### config.mk
export PLATFORM = sky130hd
export DESIGN_NAME = x1_conditioner
export DESIGN_NICKNAME = d
export VERILOG_FILES = /design/src/rtl/x1_cond_pkg.sv /design/src/rtl/x1_conditioner_sync_chain.sv /design/src/rtl/x1_conditioner.sv
export SDC_FILE = /design/constraint.sdc
export NUM_CORES = 1
export LEC_CHECK = 0
export ABC_AREA = 1
export CORE_MARGIN = 2
export CORE_UTILIZATION = 48
export CTS_CLUSTER_DIAMETER = 150
export DETAILED_ROUTE_END_ITERATION = 12
export GPL_TIMING_DRIVEN = 1
export MAX_ROUTING_LAYER = met4
export PLACE_DENSITY = 0.68
export SLEW_MARGIN = 20
export SYNTH_ARGS = -nofsm -noshare
export SYNTH_HDL_FRONTEND = slang
export SYNTH_SLANG_ARGS = --single-unit
### constraint.sdc
create_clock -name clk -period 1.9 [get_ports clk]
set_clock_uncertainty 0.1 [all_clocks]
set_input_delay 0.19 -clock clk [delete_from_list [all_inputs] [get_ports clk]]
set_output_delay 0.19 -clock clk [all_outputs]
set_load 0.1 [all_outputs]
### src/rtl/x1_cond_pkg.sv
// rtl/x1_cond_pkg.sv - shared state encoding and widths for the x1 input conditioner
package x1_cond_pkg;

    typedef enum logic [1:0] {
        STABLE_LOW  = 2'b00,
        QUAL_HIGH   = 2'b01,
        QUAL_LOW    = 2'b10,
        STABLE_HIGH = 2'b11
    } state_t;

    localparam int GLITCH_W = 8;

endpackage

### src/rtl/x1_conditioner_sync_chain.sv
// rtl/x1_conditioner_sync_chain.sv - plain flop chain synchronizer for an asynchronous pin
module sync_chain #(
    parameter int SYNC_STAGES = 2
) (
    input  logic clk,
    input  logic reset,
    input  logic d,
    output logic q
);

    logic [SYNC_STAGES-1:0] stages;

    // Pure shift register: nothing may sit between stages or metastability escapes.
    always_ff @(posedge clk) begin
        if (reset) begin
            stages <= '0;
        end else begin
            stages <= {stages[SYNC_STAGES-2:0], d};
        end
    end

    assign q = stages[SYNC_STAGES-1];

endmodule

### src/rtl/x1_conditioner.sv
// rtl/x1_conditioner.sv - synchronize and debounce raw x1 pin; X1_COND_GLITCH_CNT_EN adds glitch_cnt
module x1_conditioner
    import x1_cond_pkg::*;
#(
    parameter int SYNC_STAGES = 2,
    parameter int DB_CYCLES   = 4,
    parameter int CNT_W       = 8
) (
    input  logic clk,
    input  logic reset,
    input  logic raw_in,
    output logic x1,
    output logic rise,
    output logic fall,
    output logic busy
`ifdef X1_COND_GLITCH_CNT_EN
    ,
    output logic [GLITCH_W-1:0] glitch_cnt
`endif
);

    localparam logic [CNT_W-1:0] DB_LAST = CNT_W'(DB_CYCLES - 1);
    localparam logic [CNT_W-1:0] CNT_ONE = CNT_W'(1);

    logic             s;
    state_t           state, state_nxt;
    logic [CNT_W-1:0] cnt, cnt_nxt;
    logic             x1_nxt, rise_nxt, fall_nxt;
    logic             glitch_abort;

    sync_chain #(
        .SYNC_STAGES(SYNC_STAGES)
    ) u_sync (
        .clk  (clk),
        .reset(reset),
        .d    (raw_in),
        .q    (s)
    );

    always_ff @(posedge clk) begin
        if (reset) begin
            state <= STABLE_LOW;
            cnt   <= '0;
            x1    <= 1'b0;
            rise  <= 1'b0;
            fall  <= 1'b0;
        end else begin
            state <= state_nxt;
            cnt   <= cnt_nxt;
            x1    <= x1_nxt;
            rise  <= rise_nxt;
            fall  <= fall_nxt;
        end
    end

    // The entering sample counts as the first qualified cycle, hence cnt<=1 on entry.
    always_comb begin
        state_nxt    = state;
        cnt_nxt      = cnt;
        x1_nxt       = x1;
        rise_nxt     = 1'b0;
        fall_nxt     = 1'b0;
        glitch_abort = 1'b0;
        case (state)
            STABLE_LOW: begin
                if (s) begin
                    state_nxt = QUAL_HIGH;
                    cnt_nxt   = CNT_ONE;
                end else begin
                    cnt_nxt   = '0;
                end
            end
            QUAL_HIGH: begin
                if (!s) begin
                    state_nxt    = STABLE_LOW;
                    cnt_nxt      = '0;
                    glitch_abort = 1'b1;
                end else if (cnt == DB_LAST) begin
                    state_nxt = STABLE_HIGH;
                    x1_nxt    = 1'b1;
                    rise_nxt  = 1'b1;
                    cnt_nxt   = '0;
                end else begin
                    cnt_nxt   = cnt + CNT_ONE;
                end
            end
            STABLE_HIGH: begin
                if (!s) begin
                    state_nxt = QUAL_LOW;
                    cnt_nxt   = CNT_ONE;
                end else begin
                    cnt_nxt   = '0;
                end
            end
            QUAL_LOW: begin
                if (s) begin
                    state_nxt    = STABLE_HIGH;
                    cnt_nxt      = '0;
                    glitch_abort = 1'b1;
                end else if (cnt == DB_LAST) begin
                    state_nxt = STABLE_LOW;
                    x1_nxt    = 1'b0;
                    fall_nxt  = 1'b1;
                    cnt_nxt   = '0;
                end else begin
                    cnt_nxt   = cnt + CNT_ONE;
                end
            end
            default: begin
                state_nxt = STABLE_LOW;
                x1_nxt    = 1'b0;
                cnt_nxt   = '0;
            end
        endcase
    end

    assign busy = (state == QUAL_HIGH) || (state == QUAL_LOW);

`ifdef X1_COND_GLITCH_CNT_EN
    // Saturating count of rejected qualifications; reset takes priority over an abort.
    always_ff @(posedge clk) begin
        if (reset) begin
            glitch_cnt <= '0;
        end else if (glitch_abort && (glitch_cnt != {GLITCH_W{1'b1}})) begin
            glitch_cnt <= glitch_cnt + GLITCH_W'(1);
        end
    end
`else
    logic unused_glitch_abort;
    assign unused_glitch_abort = glitch_abort;
`endif

endmodule

* Word level (Yosys, flattened, before mapping)
Cells that the tools add are included.
** Cells by class
- Shifts and indexed selects :: 0
- Reduce and logical (&&, ||, !) cells :: 7
- Order comparisons :: 0
- Bitwise logic cells :: 3
- $add $sub $neg :: 1
- Divide/modulo/power cells :: 0
- Mux-type cells :: 19
- Equal/unequal tests :: 12
- Multiply operators :: 0
** Operators by type and width (number)
- $pmux W8 S4 :: 1
- $mux W8 :: 3
- $mux W2 :: 6
- $add A8 B1 Y8 const B :: 1
- $eq A8 B2 Y1 const B :: 1
- $ne A2 B2 Y1 const B :: 4
- $pmux W2 S4 :: 1
- $mux W1 :: 7
- $reduce_or A3 Y1 :: 2
- $reduce_and A5 Y1 :: 1
- $eq A2 B2 Y1 const B :: 2
- $ne A2 B1 Y1 const B :: 2
- $reduce_and A4 Y1 :: 1
- $ne A3 B2 Y1 const B :: 1
- $ne A3 B3 Y1 const B :: 1
- $not A1 Y1 :: 3
- $eq A2 B1 Y1 const B :: 1
- $logic_not A2 Y1 :: 1
- $pmux W1 S2 :: 1
- $reduce_bool A2 Y1 :: 1
- $logic_or A1 B1 Y1 :: 1
** Storage, ports and cells
- Memory bits (writable) :: 0
- Memories :: 0
- Flip-flop bits (word level) :: 15
- Word-level logic and storage cells :: 48
- Bits of input ports :: 3
- Output and inout bits :: 4
- Memory bits (read-only) :: 0
- Latch bits :: 0

* Logic depth before layout (Yosys ltp)
Gate-level depths: netlist of the first run.
- Word-level depth :: 4
- Depth in mapped cells :: 8
- Depth with buffers taken out :: 8

* Cells and area by module
Synthesis of the first run repeated with hierarchy kept, for this count alone.
** Unflattened totals
- Cells, all modules :: 99
- Area, all modules :: 785.8 um^2
** By module, submodules not included
- x1_conditioner :: area an instance 730.7 um^2, cells each 93, times used 1, seq. area each 260.2 um^2
- sync_chain :: area an instance 55.1 um^2, cells each 6, times used 1, seq. area each 40.0 um^2

* Worst setup path after synthesis of the first run
OpenSTA, ideal clock, no wires.
- Path type :: flip-flop to flip-flop
- From :: register state[0]
- To :: register state[0]
- Cell stages (with the launch flop) :: 8
- Data arrival time :: 1689 ps
- Path slack :: -4 ps
- Period minus slack after synthesis :: 1904 ps
- Library setup time :: 115 ps
- Data required time :: 1685 ps
- Path through :: dfxtp_1 -> inv_1 -> ha_1 -> nor2_1 -> nor2_1 -> nand3_1 -> nand2_1 -> nor2_1
** Between the ends
- Word-level cells in the longest chain between the ends :: 3
- Elaborated cells between the ends (all ways) :: 10
** RTL lines
- start, declared :: line x1_conditioner.sv:26 : state_t state, state_nxt;
- start signal, assigned :: line x1_conditioner.sv:48 : state <= state_nxt;
- $eq A2 B2 Y1 (tied with other cells) :: line x1_conditioner.sv:64 : case (state)
- $ne A3 B2 Y1 (no source line) (tied with other cells)
- $reduce_and A4 Y1 (no source line)
Several ways; a longest one is shown, not always the timed one.
A chain may end at the register's enable or synchronous reset.

* Worst setup path in the final report of the first run
- From :: register state[0]
- To :: output busy
** Between the ends
- Word-level cells in the longest chain between the ends :: 2
- Elaborated cells between the ends (all ways) :: 3
** RTL lines
- $eq A2 B1 Y1 or $eq A2 B2 Y1 (tied branches) :: line x1_conditioner.sv:117 : assign busy = (state == QUAL_HIGH) || (state == QUAL_LOW);
- $logic_or A1 B1 Y1 (*) :: line x1_conditioner.sv:117
- end, declared :: line x1_conditioner.sv:15 : output logic busy
Mark *: on every way between the ends. The rest lies on a longest branch, timed or not.

==> tab_implementation.tex, run 1 <==
\begin{tabular}{lr}
\hline
Metric & Value \\
\hline
\multicolumn{2}{l}{\textbf{Setup path}} \\
\quad Largest stage delay on the critical path & 400 ps \\
\quad Startpoint type of the worst setup path & flop \\
\quad Crit path max fanout & 4 \\
\quad Endpoint class of the critical path & output pin \\
\quad Worst Setup Path Type & flop to output pin \\
\quad Sum of buffers and inverters on the critical path & 2 \\
\quad Worst-path cell chain & inv\_1, ha\_2, buf\_12 \\
\quad Arrival time reported for the critical path endpoint & 1320 ps \\
\quad Crit-path leading delay family & flip-flops \\
\quad Slowest stage cell on the critical path & dfxtp\_1 \\
\quad Worst EP required & 1610 ps \\
\multicolumn{2}{l}{\textbf{Die}} \\
\quad Die outline height & 44.7 um \\
\quad Area of the placeable core & 0.00152 mm2 \\
\quad I/O pin total & 7 \\
\quad Rows & 14 \\
\quad Starting Density & 52.2\% \\
\quad Die W & 44.7 um \\
\quad Die area & 0.00200 mm2 \\
\multicolumn{2}{l}{\textbf{Logic synthesis}} \\
\quad Proportion of synthesized flip-flops having asynchronous set or reset & 0\% \\
\quad Distinct cell type count of the synthesized netlist & 19 \\
\quad Multiplexer share of the synthesized area & 0\% \\
\quad Cell taking the most area after synthesis & dfxtp\_1 \\
\quad Adder and majority gate portion of the synthesized area & 9.43\% \\
\quad Mean instance size in the synthesized netlist & 7.37 um2 \\
\quad Combinational family with the most area after synthesis & simple AND/OR/NAND/NOR gates \\
\quad Leading cell type by number of instances after synthesis & nand2\_1 \\
\quad Ranking of synthesized cells by instance count & 20 x nand2\_1, 18 x nor2\_1, 17 x inv\_1, 15 x dfxtp\_1, 6 x ha\_1 \\
\quad Ranking of synthesized cells by area & dfxtp\_1 38\%, ha\_1 9.4\%, nand2\_1 9.4\% \\
\quad Post-synth top area share & 37.7\% \\
\quad Number of standard cells after synthesis & 108 \\
\quad Top flip-flop cell by instance count after synthesis & dfxtp\_1 \\
\quad Compound-Gate Fraction of Synth Area & 5.82\% \\
\quad Post-synth EDFFs & 0 \\
\quad Net count after synthesis & 117 \\
\quad Area share of and/or/nand/nor cells after synthesis & 33.2\% \\
\quad Synthesized flop and latch total & 15 \\
\quad Synthesized-area fraction occupied by xor and xnor cells & 4.40\% \\
\quad Area of the mapped netlist & 796 um2 \\
\quad Sequential fraction of the synthesis area & 37.7\% \\
\quad Warnings from Yosys & 0 \\
\multicolumn{2}{l}{\textbf{GRT}} \\
\quad Initial antenna violation count & 0 \\
\quad Global route total overflow & 0 \\
\quad Vias in the first global route & 618 \\
\quad Gr usage total & 17.4\% \\
\quad Global-route wire length before repair & 2470 um \\
\quad Largest net degree at the start of global routing & 9 \\
\multicolumn{2}{l}{\textbf{Placement}} \\
\quad GPL Wtd Cong & 0.844 \\
\quad Hpwl dp & 1060 um \\
\quad I/O Buffers & 6 \\
\quad Cell area reported after detailed placement & 881 um2 \\
\multicolumn{2}{l}{\textbf{Clock network}} \\
\quad Number of buffers inserted for hold repair after clock tree synthesis & 0 \\
\quad Clock-pin transition on the worst setup and hold timing paths & 90 ps \\
\quad Cells resized by post-CTS repair & 0 \\
\quad Post-CTS Repair Setup Buffers & 0 \\
\quad CTS H-Tree Depth & 1 \\
\quad Root Driver & clkbuf\_4 \\
\quad Total clock sinks & 15 \\
\quad TritonCTS clock tree & built \\
\quad CTS buffer count & 3 \\
\quad Largest buffer count on any clock path & 2 \\
\quad Clock latency on the worst-skew pair & 280 ps \\
\multicolumn{2}{l}{\textbf{Finish}} \\
\quad Nets & 128 \\
\quad Area Overhead vs Synth & 14.0\% \\
\quad Final antenna diode count & 0 \\
\quad Post-route design area & 907 um2 \\
\quad Share of the core filled with cells & 59.5\% \\
\quad Layout cell share with drive strength beyond 1 & 17.8\% \\
\multicolumn{2}{l}{\textbf{Route}} \\
\quad Highest routing layer actually used & met4 \\
\quad WL final & 1320 um \\
\quad Metal3 WL & 30 um \\
\quad Routed vias & 660 \\
\quad First DRT Iteration DRCs & 6 \\
\quad Number of DRC violations after detailed routing & 0 \\
\quad Met2 wire length & 658 um \\
\quad Met1 wire length & 609 um \\
\quad Detailed-route vias per instance & 4.93 \\
\quad Average wire per cell in the routed design & 9.87 um \\
\quad First-pass detailed-route iteration total & 4 \\
\quad Antenna viol nets, final & 0 \\
\multicolumn{2}{l}{\textbf{Timing}} \\
\quad Post-Route Hold Slack & 310 ps \\
\quad Slew Viols, Final & 0 \\
\quad Min Tclk post-route & 1610 ps \\
\quad Transition time at the pin with the least slew margin & 280 ps \\
\quad Final hold vios & 0 \\
\quad Final TNS setup & 0 ps \\
\quad RSZ-0062 raised after global routing & false \\
\quad Final number of setup-violating endpoints & 0 \\
\quad F\_max & 620 MHz \\
\quad Slew margin rel. & 81.5\% \\
\quad Final period utilization & 84.9\% \\
\multicolumn{2}{l}{\textbf{Flow run}} \\
\quad Max-capacitance violation count & 0 \\
\multicolumn{2}{l}{\textbf{Pwr}} \\
\quad Fraction of power consumed by combinational cells & 49.6\% \\
\quad Total power per unit cell area & 1190 mW/mm2 \\
\quad Flop pwr share & 33.9\% \\
\quad Static power due to leakage & 0.000409 uW \\
\quad Clk network pwr share & 16.4\% \\
\quad Switching power & 461 uW \\
\quad Internal & 615 uW \\
\quad Max VDD drop & 1.25 mV \\
\quad Sw Share & 42.9\% \\
\multicolumn{2}{l}{\textbf{Min path}} \\
\quad Worst hold path type & flop to flop \\
\multicolumn{2}{l}{\textbf{Run status}} \\
\quad Outcome & finished, final reports clean \\
\hline
\end{tabular}
==> state kept, by name, indices dropped and copies added, names as in the netlist <==
signal         count
cnt                8
u_sync.stages      2
state              2
fall               1
rise               1
x1                 1
==> layout make-up <==
cell class / instances / area, um2
fill: 143 / 617
multi-input combinational: 73 / 423
sequential: 15 / 300
inverter: 20 / 75.1
timing repair buffer: 6 / 62.6
clock buffer: 4 / 26.3
tap: 16 / 20.0
==> tightest hold or removal path, cell delays in order (launching register included) <==
cell and delay, ps:
dfxtp_1 310, inv_1 40, nor2_1 30
==> metrics by stage <==
| step | power, uW | std cells | worst slack [ps] |
|---|---|---|---|
| after floorplan | 772 | 108 | 238 |
| after global placement | 898 | 130 | 480 |
| after detailed placement | 905 | 130 | 466 |
| after CTS | 1090 | 134 | 286 |
| after global routing | 1160 | 134 | 215 |
| final | 1080 | 134 | 288 |
==> routing by layer <==
| layer | vias up | global-route usage (%) |
|---|---|---|
| met3 | 4 | 3.60 |
| met1 | 295 | 18.6 |
| met5 | - | - |
| met2 | 7 | 31.0 |
| li1 | 354 | - |
| met4 | 0 | 7.27 |
==> power by group through the flow <==
stage          Sequential (uW)  Clock [uW]  Combinational [uW]
2_1_floorplan              366           0                 406
5_1_grt                    369         203                 589
3_5_place_dp               372           0                 533
6_report                   365         177                 534
4_1_cts                    365         186                 537
3_3_place_gp               370           0                 528
==> worst paths after layout <==
check,start,end,slack [ps],depth (start not counted)
worst min register to register,u_sync.stages[0]$_SDFF_PP0_,u_sync.stages[1]$_SDFF_PP0_,310,2
worst min-delay path,u_sync.stages[0]$_SDFF_PP0_,u_sync.stages[1]$_SDFF_PP0_,310,2
worst max-delay path,state[0]$_SDFFE_PP0P_,busy,290,3
worst max register to register,state[0]$_SDFFE_PP0P_,state[1]$_SDFFE_PP0P_,440,8
==> logic make-up (layout without fill, tap and decap cells) <==
logic type	Yosys count	in the layout
adder cells (fa/ha/maj)	6	6
AO/OA/AOI/OAI	8	8
XOR/XNOR	4	4
buffers and inverters	20	30
flip-flops	15	15
AND/OR/NAND/NOR	55	55
==> layout by cell type, fill, tap and decap left out <==
master | netlist | routed
clkdlybuf4s50_1 | 0 | 2
xor2_1 | 4 | 4
inv_2 | 3 | 3
a21oi_1 | 4 | 4
nor4_1 | 1 | 1
nand3_1 | 5 | 5
nor3_2 | 2 | 2
o21ai_2 | 1 | 1
nor2_2 | 3 | 3
o21bai_1 | 1 | 1
clkbuf_1 | 0 | 1
nand4_1 | 1 | 1
o21ai_0 | 2 | 2
dfxtp_1 | 15 | 15
inv_1 | 17 | 17
nand4_4 | 1 | 1
nand2_2 | 3 | 3
buf_12 | 0 | 1
nor3_1 | 1 | 1
nor2_1 | 18 | 18
nand2_1 | 20 | 20
ha_1 | 6 | 5
clkbuf_4 | 0 | 3
buf_4 | 0 | 3
ha_2 | 0 | 1
(Power assumes the default switching activity.)
==> run 2, diff against run 1 <==
==> constraint.sdc (replaced) <==
create_clock -name clk -period 1.7 [get_ports clk]
set_clock_uncertainty 0.1 [all_clocks]
set_input_delay 0.17 -clock clk [delete_from_list [all_inputs] [get_ports clk]]
set_output_delay 0.17 -clock clk [all_outputs]
set_load 0.1 [all_outputs]
==> run 2 against run 1 <==
Clock power increased by 12%. Sequential power increased by 12%. Die area unchanged. Flip-flop and latch count unchanged. Largest cell class unchanged. Critical endpoint unchanged.
==> tab_implementation.tex, run 2 (synthesis results as in run 1) <==
\begin{tabular}{lr}
\hline
Metric & Value \\
\hline
\multicolumn{2}{l}{\textbf{Finish}} \\
\quad Leading registers by flop count & cnt: 8 flops, state: 2 flops, u\_sync.stages: 2 flops (unchanged) \\
\quad \# fillers & 141 (was 143) \\
\quad Area Overhead vs Synth & 18.7\% (was 14.0\%) \\
\quad Nets & 128 (unchanged) \\
\quad Leading cell types in the layout, fill and taps excluded & 20 x nand2\_1, 18 x nor2\_1, 17 x inv\_1, 15 x dfxtp\_1 (unchanged) \\
\quad Most common cell after layout, fill and taps aside & nand2\_1 (unchanged) \\
\quad Largest register by flop count & cnt (unchanged) \\
\quad Final antenna diode count & 0 (unchanged) \\
\quad Post-route design area & 945 um2 (was 907 um2) \\
\quad Number of flip-flops under the largest register name & 8 (unchanged) \\
\quad Layout cell share with drive strength beyond 1 & 17.8\% (unchanged) \\
\quad Post-layout instance count excluding filler cells & 134 (unchanged) \\
\multicolumn{2}{l}{\textbf{GRT}} \\
\quad Largest net degree at the start of global routing & 9 (unchanged) \\
\quad Initial antenna violation count & 0 (unchanged) \\
\quad Global route total overflow & 0 (unchanged) \\
\quad Global-route wire length before repair & 2510 um (was 2470 um) \\
\quad Vias in the first global route & 652 (was 618) \\
\quad Gr usage total & 18.1\% (was 17.4\%) \\
\multicolumn{2}{l}{\textbf{Clock network}} \\
\quad Cells resized by post-CTS repair & 0 (unchanged) \\
\quad Post-CTS Repair Setup Buffers & 0 (unchanged) \\
\quad CTS buffer count & 3 (unchanged) \\
\quad CTS H-Tree Depth & 1 (unchanged) \\
\quad Largest buffer count on any clock path & 2 (unchanged) \\
\quad TritonCTS clock tree & built (unchanged) \\
\quad Clock latency on the worst-skew pair & 280 ps (about the same) \\
\quad Number of buffers inserted for hold repair after clock tree synthesis & 0 (unchanged) \\
\quad Root Driver & clkbuf\_4 (unchanged) \\
\quad Total clock sinks & 15 (unchanged) \\
\quad Clock-pin transition on the worst setup and hold timing paths & 90 ps (about the same) \\
\multicolumn{2}{l}{\textbf{Die}} \\
\quad I/O pin total & 7 (unchanged) \\
\quad Area of the placeable core & 0.00152 mm2 (unchanged) \\
\quad Die W & 44.7 um (unchanged) \\
\quad Rows & 14 (unchanged) \\
\quad Die area & 0.00200 mm2 (unchanged) \\
\quad Die outline height & 44.7 um (unchanged) \\
\quad Starting Density & 52.2\% (unchanged) \\
\multicolumn{2}{l}{\textbf{Route}} \\
\quad WL final & 1400 um (was 1320 um) \\
\quad Antenna viol nets, final & 0 (unchanged) \\
\quad Number of DRC violations after detailed routing & 0 (unchanged) \\
\quad Detailed-route vias per instance & 4.90 (was 4.93) \\
\quad Average wire per cell in the routed design & 10.4 um (was 9.87 um) \\
\quad First DRT Iteration DRCs & 14 (was 6) \\
\quad Routed vias & 656 (was 660) \\
\quad First-pass detailed-route iteration total & 4 (unchanged) \\
\multicolumn{2}{l}{\textbf{Timing}} \\
\quad Slew Viols, Final & 0 (unchanged) \\
\quad RSZ-0062 raised after global routing & false (unchanged) \\
\quad F\_max & 630 MHz \\
\quad Slew margin rel. & 83.8\% (was 81.5\%) \\
\quad Final hold vios & 0 (unchanged) \\
\quad Final period utilization & 93.4\% \\
\quad Final number of setup-violating endpoints & 0 (unchanged) \\
\quad Final TNS setup & 0 ps (unchanged) \\
\quad Transition time at the pin with the least slew margin & 240 ps (was 280 ps) \\
\quad Min Tclk post-route & 1590 ps \\
\multicolumn{2}{l}{\textbf{Run status}} \\
\quad Outcome & finished, final reports clean (unchanged) \\
\multicolumn{2}{l}{\textbf{Placement}} \\
\quad Hpwl dp & 1140 um (was 1060 um) \\
\quad GPL Wtd Cong & 0.840 (was 0.844) \\
\quad I/O Buffers & 6 (unchanged) \\
\quad Placed insts & 130 (unchanged) \\
\quad Cell area reported after detailed placement & 918 um2 (was 881 um2) \\
\multicolumn{2}{l}{\textbf{Min path}} \\
\quad Worst hold path type & input port to flop (was flop to flop) \\
\multicolumn{2}{l}{\textbf{Setup path}} \\
\quad Arrival time reported for the critical path endpoint & 1320 ps (about the same) \\
\quad Startpoint type of the worst setup path & flop (unchanged) \\
\quad Crit path max fanout & 4 (unchanged) \\
\quad Worst Setup Path Type & flop to output pin (unchanged) \\
\quad Worst EP required & 1430 ps (was 1610 ps) \\
\quad Endpoint class of the critical path & output pin (unchanged) \\
\multicolumn{2}{l}{\textbf{Pwr}} \\
\quad Total power per unit cell area & 1280 mW/mm2 (was 1190 mW/mm2) \\
\quad Total power & 1210 uW (was 1080 uW) \\
\quad Max VDD drop & 1.43 mV (was 1.25 mV) \\
\quad Static power due to leakage & 0.000417 uW (was 0.000409 uW) \\
\multicolumn{2}{l}{\textbf{Flow run}} \\
\quad Max-capacitance violation count & 0 (unchanged) \\
\hline
\end{tabular}
-- run 2: cell count changes in the layout (fill, tap and decap cells not counted) --
cell | before | now
buf_4 | 3 | 0
buf_12 | 1 | 4
-- run 2: path summary, 6_finish.rpt --
path,from,to,slack (ps),cells after the start
max,state[0]$_SDFFE_PP0P_,busy,110,3
min,raw_in,u_sync.stages[0]$_SDFF_PP0_,290,3
max reg2reg,state[0]$_SDFFE_PP0P_,state[1]$_SDFFE_PP0P_,230,8
min reg2reg,u_sync.stages[0]$_SDFF_PP0_,u_sync.stages[1]$_SDFF_PP0_,320,2
-- run 2: stage by stage --
step	hold WS [ps]	utilization (%)	setup slack, ps
CTS	292	62.0	101
global placement	301	60.3	260
finish	287	62.0	113
floorplan	139	-	37.8
global route	285	62.0	11.7
detailed placement	301	60.3	249
-- run 2: metal layers --
layer / wire, um / GRT usage [%] / share of wire, %
met3: 49 / 4.80 / 3.5
met5: 0 / - / 0
met2: 721 / 31.9 / 52
met1: 592 / 18.4 / 42
met4: 31 / 9.09 / 2.2
-- run 2: critical path, stage by stage (launching register included) --
cell and delay (ps):
dfxtp_1 390, inv_1 100, ha_2 370, buf_12 180
-- run 2: where the power goes --
group	switching, uW	total, uW	internal [uW]
Combinational	387	603	216
Sequential	26.1	407	380
Clock	107	198	91.1
Total	521	1210	687
-- run 2: final cells by class --
type	instances	area (um2)	area share, %
Inverter	20	75.1	7.95
Multi-Input combinational cell	73	423	44.8
Clock buffer	4	26.3	2.78
Timing Repair Buffer	6	100	10.6
Sequential cell	15	300	31.8
Tap cell	16	20.0	2.12
==> run 3, diff against run 2 <==
--- a/config.mk
+++ b/config.mk
@@ -7,12 +7,11 @@
 export LEC_CHECK = 0
 export ABC_AREA = 1
 export CORE_MARGIN = 2
-export CORE_UTILIZATION = 48
+export CORE_UTILIZATION = 28
 export CTS_CLUSTER_DIAMETER = 150
 export DETAILED_ROUTE_END_ITERATION = 12
 export GPL_TIMING_DRIVEN = 1
 export MAX_ROUTING_LAYER = met4
-export PLACE_DENSITY = 0.68
 export SLEW_MARGIN = 20
 export SYNTH_ARGS = -nofsm -noshare
 export SYNTH_HDL_FRONTEND = slang
==> run 3 against run 2 <==
Utilization fell by 26 points. Hold slack improved by 15 ps. Sequential share of layout area fell by 0.90 points. Final cell count rose by 12%. Critical path type unchanged. Largest power group unchanged. Highest routed layer is now met3.
==> tab_implementation.tex, run 3 (synthesis results as in run 1) <==
\begin{tabular}{lr}
\hline
Metric & Value \\
\hline
\multicolumn{2}{l}{\textbf{Die}} \\
\quad Rows & 19 (was 14) \\
\quad Die outline height & 57.3 um (was 44.7 um) \\
\quad Die W & 57.3 um (was 44.7 um) \\
\quad I/O pin total & 7 (unchanged) \\
\quad Starting Density & 29.1\% (was 52.2\%) \\
\quad Area of the placeable core & 0.00273 mm2 (was 0.00152 mm2) \\
\quad Die area & 0.00328 mm2 (was 0.00200 mm2) \\
\multicolumn{2}{l}{\textbf{Timing}} \\
\quad Final TNS setup & 0 ps (unchanged) \\
\quad Final hold vios & 0 (unchanged) \\
\quad F\_max & 632 MHz (was 630 MHz) \\
\quad Transition time at the pin with the least slew margin & 238 ps (was 240 ps) \\
\quad Final number of setup-violating endpoints & 0 (unchanged) \\
\quad Slew margin rel. & 84.0\% (was 83.8\%) \\
\quad RSZ-0062 raised after global routing & false (unchanged) \\
\quad Slew Viols, Final & 0 (unchanged) \\
\quad Min Tclk post-route & 1580 ps (was 1590 ps) \\
\quad Final period utilization & 93.1\% (was 93.4\%) \\
\multicolumn{2}{l}{\textbf{Setup path}} \\
\quad Arrival time reported for the critical path endpoint & 1310 ps (was 1320 ps) \\
\quad Sum of buffers and inverters on the critical path & 2 (unchanged) \\
\quad Critical R2R Capture & state[1]\$\_SDFFE\_PP0P\_ (unchanged) \\
\quad Number of cells traversed by the worst register-to-register path & 8 (unchanged) \\
\quad Reg2Reg Launch Point & state[0]\$\_SDFFE\_PP0P\_ (unchanged) \\
\quad Worst-path cell chain & inv\_1, ha\_2, buf\_12 (unchanged) \\
\quad Worst EP required & 1430 ps (about the same) \\
\quad Crit path max fanout & 4 (unchanged) \\
\quad Slowest stage cell on the critical path & dfxtp\_1 (unchanged) \\
\quad Endpoint class of the critical path & output pin (unchanged) \\
\quad Setup slack, reg-to-reg & 280 ps (was 230 ps) \\
\quad Crit-path leading delay family & flip-flops (unchanged) \\
\quad Largest stage delay on the critical path & 390 ps (about the same) \\
\quad Startpoint type of the worst setup path & flop (unchanged) \\
\quad Worst Setup Path Type & flop to output pin (unchanged) \\
\multicolumn{2}{l}{\textbf{Min path}} \\
\quad Number of cells on the worst hold path & 3 (unchanged) \\
\quad Startpoint of the most critical hold path & raw\_in (unchanged) \\
\quad Worst hold path type & input port to flop (unchanged) \\
\quad End of the worst hold path & u\_sync.stages[0]\$\_SDFF\_PP0\_ (unchanged) \\
\multicolumn{2}{l}{\textbf{Finish}} \\
\quad Nets & 129 (was 128) \\
\quad Area Overhead vs Synth & 22.2\% (was 18.7\%) \\
\quad Leading cell types in the layout, fill and taps excluded & 20 x nand2\_1, 18 x nor2\_1, 17 x inv\_1, 15 x dfxtp\_1 (unchanged) \\
\quad Share of the core filled with cells & 35.6\% (was 62.0\%) \\
\quad Most common cell after layout, fill and taps aside & nand2\_1 (unchanged) \\
\quad Post-layout instance count excluding filler cells & 150 (was 134) \\
\quad Layout cell share with drive strength beyond 1 & 19.3\% (was 17.8\%) \\
\quad Largest register by flop count & cnt (unchanged) \\
\quad Leading registers by flop count & cnt: 8 flops, state: 2 flops, u\_sync.stages: 2 flops (unchanged) \\
\quad Number of flip-flops under the largest register name & 8 (unchanged) \\
\quad Final antenna diode count & 0 (unchanged) \\
\multicolumn{2}{l}{\textbf{Route}} \\
\quad WL final & 1370 um (was 1400 um) \\
\quad First DRT Iteration DRCs & 6 (was 14) \\
\quad Detailed-route vias per instance & 4.47 (was 4.90) \\
\quad Routed vias & 670 (was 656) \\
\quad Average wire per cell in the routed design & 9.13 um (was 10.4 um) \\
\quad First-pass detailed-route iteration total & 4 (unchanged) \\
\quad Number of DRC violations after detailed routing & 0 (unchanged) \\
\quad Antenna viol nets, final & 0 (unchanged) \\
\multicolumn{2}{l}{\textbf{GRT}} \\
\quad Largest net degree at the start of global routing & 10 (was 9) \\
\quad Global route total overflow & 0 (unchanged) \\
\quad Vias in the first global route & 667 (was 652) \\
\quad Global-route wire length before repair & 2530 um (was 2510 um) \\
\quad Gr usage total & 10.1\% (was 18.1\%) \\
\quad Initial antenna violation count & 0 (unchanged) \\
\multicolumn{2}{l}{\textbf{Clock network}} \\
\quad Root Driver & clkbuf\_4 (unchanged) \\
\quad Number of buffers inserted for hold repair after clock tree synthesis & 0 (unchanged) \\
\quad TritonCTS clock tree & built (unchanged) \\
\quad Total clock sinks & 15 (unchanged) \\
\quad CTS H-Tree Depth & 1 (unchanged) \\
\quad CTS buffer count & 3 (unchanged) \\
\quad Clock-pin transition on the worst setup and hold timing paths & 100 ps (was 90 ps) \\
\quad Post-CTS Repair Setup Buffers & 0 (unchanged) \\
\quad Largest buffer count on any clock path & 2 (unchanged) \\
\quad Cells resized by post-CTS repair & 0 (unchanged) \\
\quad Clock latency on the worst-skew pair & 280 ps (about the same) \\
\multicolumn{2}{l}{\textbf{Pwr}} \\
\quad Total power per unit cell area & 1240 mW/mm2 (was 1280 mW/mm2) \\
\quad Total power & 1210 uW (about the same) \\
\quad Max VDD drop & 1.29 mV (was 1.43 mV) \\
\quad Static power due to leakage & 0.000424 uW (was 0.000417 uW) \\
\multicolumn{2}{l}{\textbf{Placement}} \\
\quad GPL Wtd Cong & 0.763 (was 0.840) \\
\quad Placed insts & 146 (was 130) \\
\quad Hpwl dp & 1130 um (was 1140 um) \\
\quad I/O Buffers & 6 (unchanged) \\
\multicolumn{2}{l}{\textbf{Run status}} \\
\quad Outcome & finished, final reports clean (unchanged) \\
\multicolumn{2}{l}{\textbf{Flow run}} \\
\quad Max-capacitance violation count & 0 (unchanged) \\
\hline
\end{tabular}
## run 3: cell types whose count changed in the layout (fill, tap and decap cells not counted), sizes merged
cell,change
buf,+1
clkbuf,-1
clkinv,+1
## run 3: worst register-to-register path: stages, from the launching register on
cell	delay, ps
dfxtp_1	390
inv_1	100
ha_2	320
nand2_1	70
inv_1	50
o21bai_1	110
nand3_1	80
nand2_1	60
nor2_1	40
## run 3: metal layers
metal	share of wire, %	wire (um)	up-vias	global-route usage, %
met2	55	752	4	18.4
met4	0	0	0	3.99
met3	2.2	30	0	2.72
met1	43	586	310	10.2
met5	0	0	-	-
li1	-	-	356	-
## run 3: stage by stage
stage | instance area, um2 | hold slack (ps) | setup slack, ps
6_report | 972 | 302 | 118
2_1_floorplan | 798 | 139 | 37.8
3_3_place_gp | 945 | 299 | 330
5_1_grt | 972 | 329 | 40.5
3_5_place_dp | 945 | 311 | 279
4_1_cts | 972 | 300 | 92.5
## run 3: area by class of cell
type,instances,area [um2]
fillers,286,1760
multi-input cells,73,423
flip-flops and latches,15,300
repair buffers,7,108
inverters,20,75.1
well taps,31,38.8
clock buffers,3,22.5
clock inverters,1,5.00
## run 3: report_power, final
part | total (uW) | internal (uW) | switching [uW] | leakage [uW]
sequential | 406 | 380 | 25.5 | 0.000122
clock | 202 | 87.2 | 115 | 0.0000177
combinational | 598 | 217 | 381 | 0.000285
## run 3: how the worst max path moves through the flow
stage	from	end	slack (ps)	cells after the start
after floorplan	state[0]$_SDFFE_PP0P_	state[0]$_SDFFE_PP0P_	40	7
after global placement	state[0]$_SDFFE_PP0P_	state[1]$_SDFFE_PP0P_	330	8
after detailed placement	state[1]$_SDFFE_PP0P_	state[1]$_SDFFE_PP0P_	280	8
after CTS	state[1]$_SDFFE_PP0P_	busy	90	3
after global routing	state[1]$_SDFFE_PP0P_	busy	40	3
final	state[0]$_SDFFE_PP0P_	busy	120	3
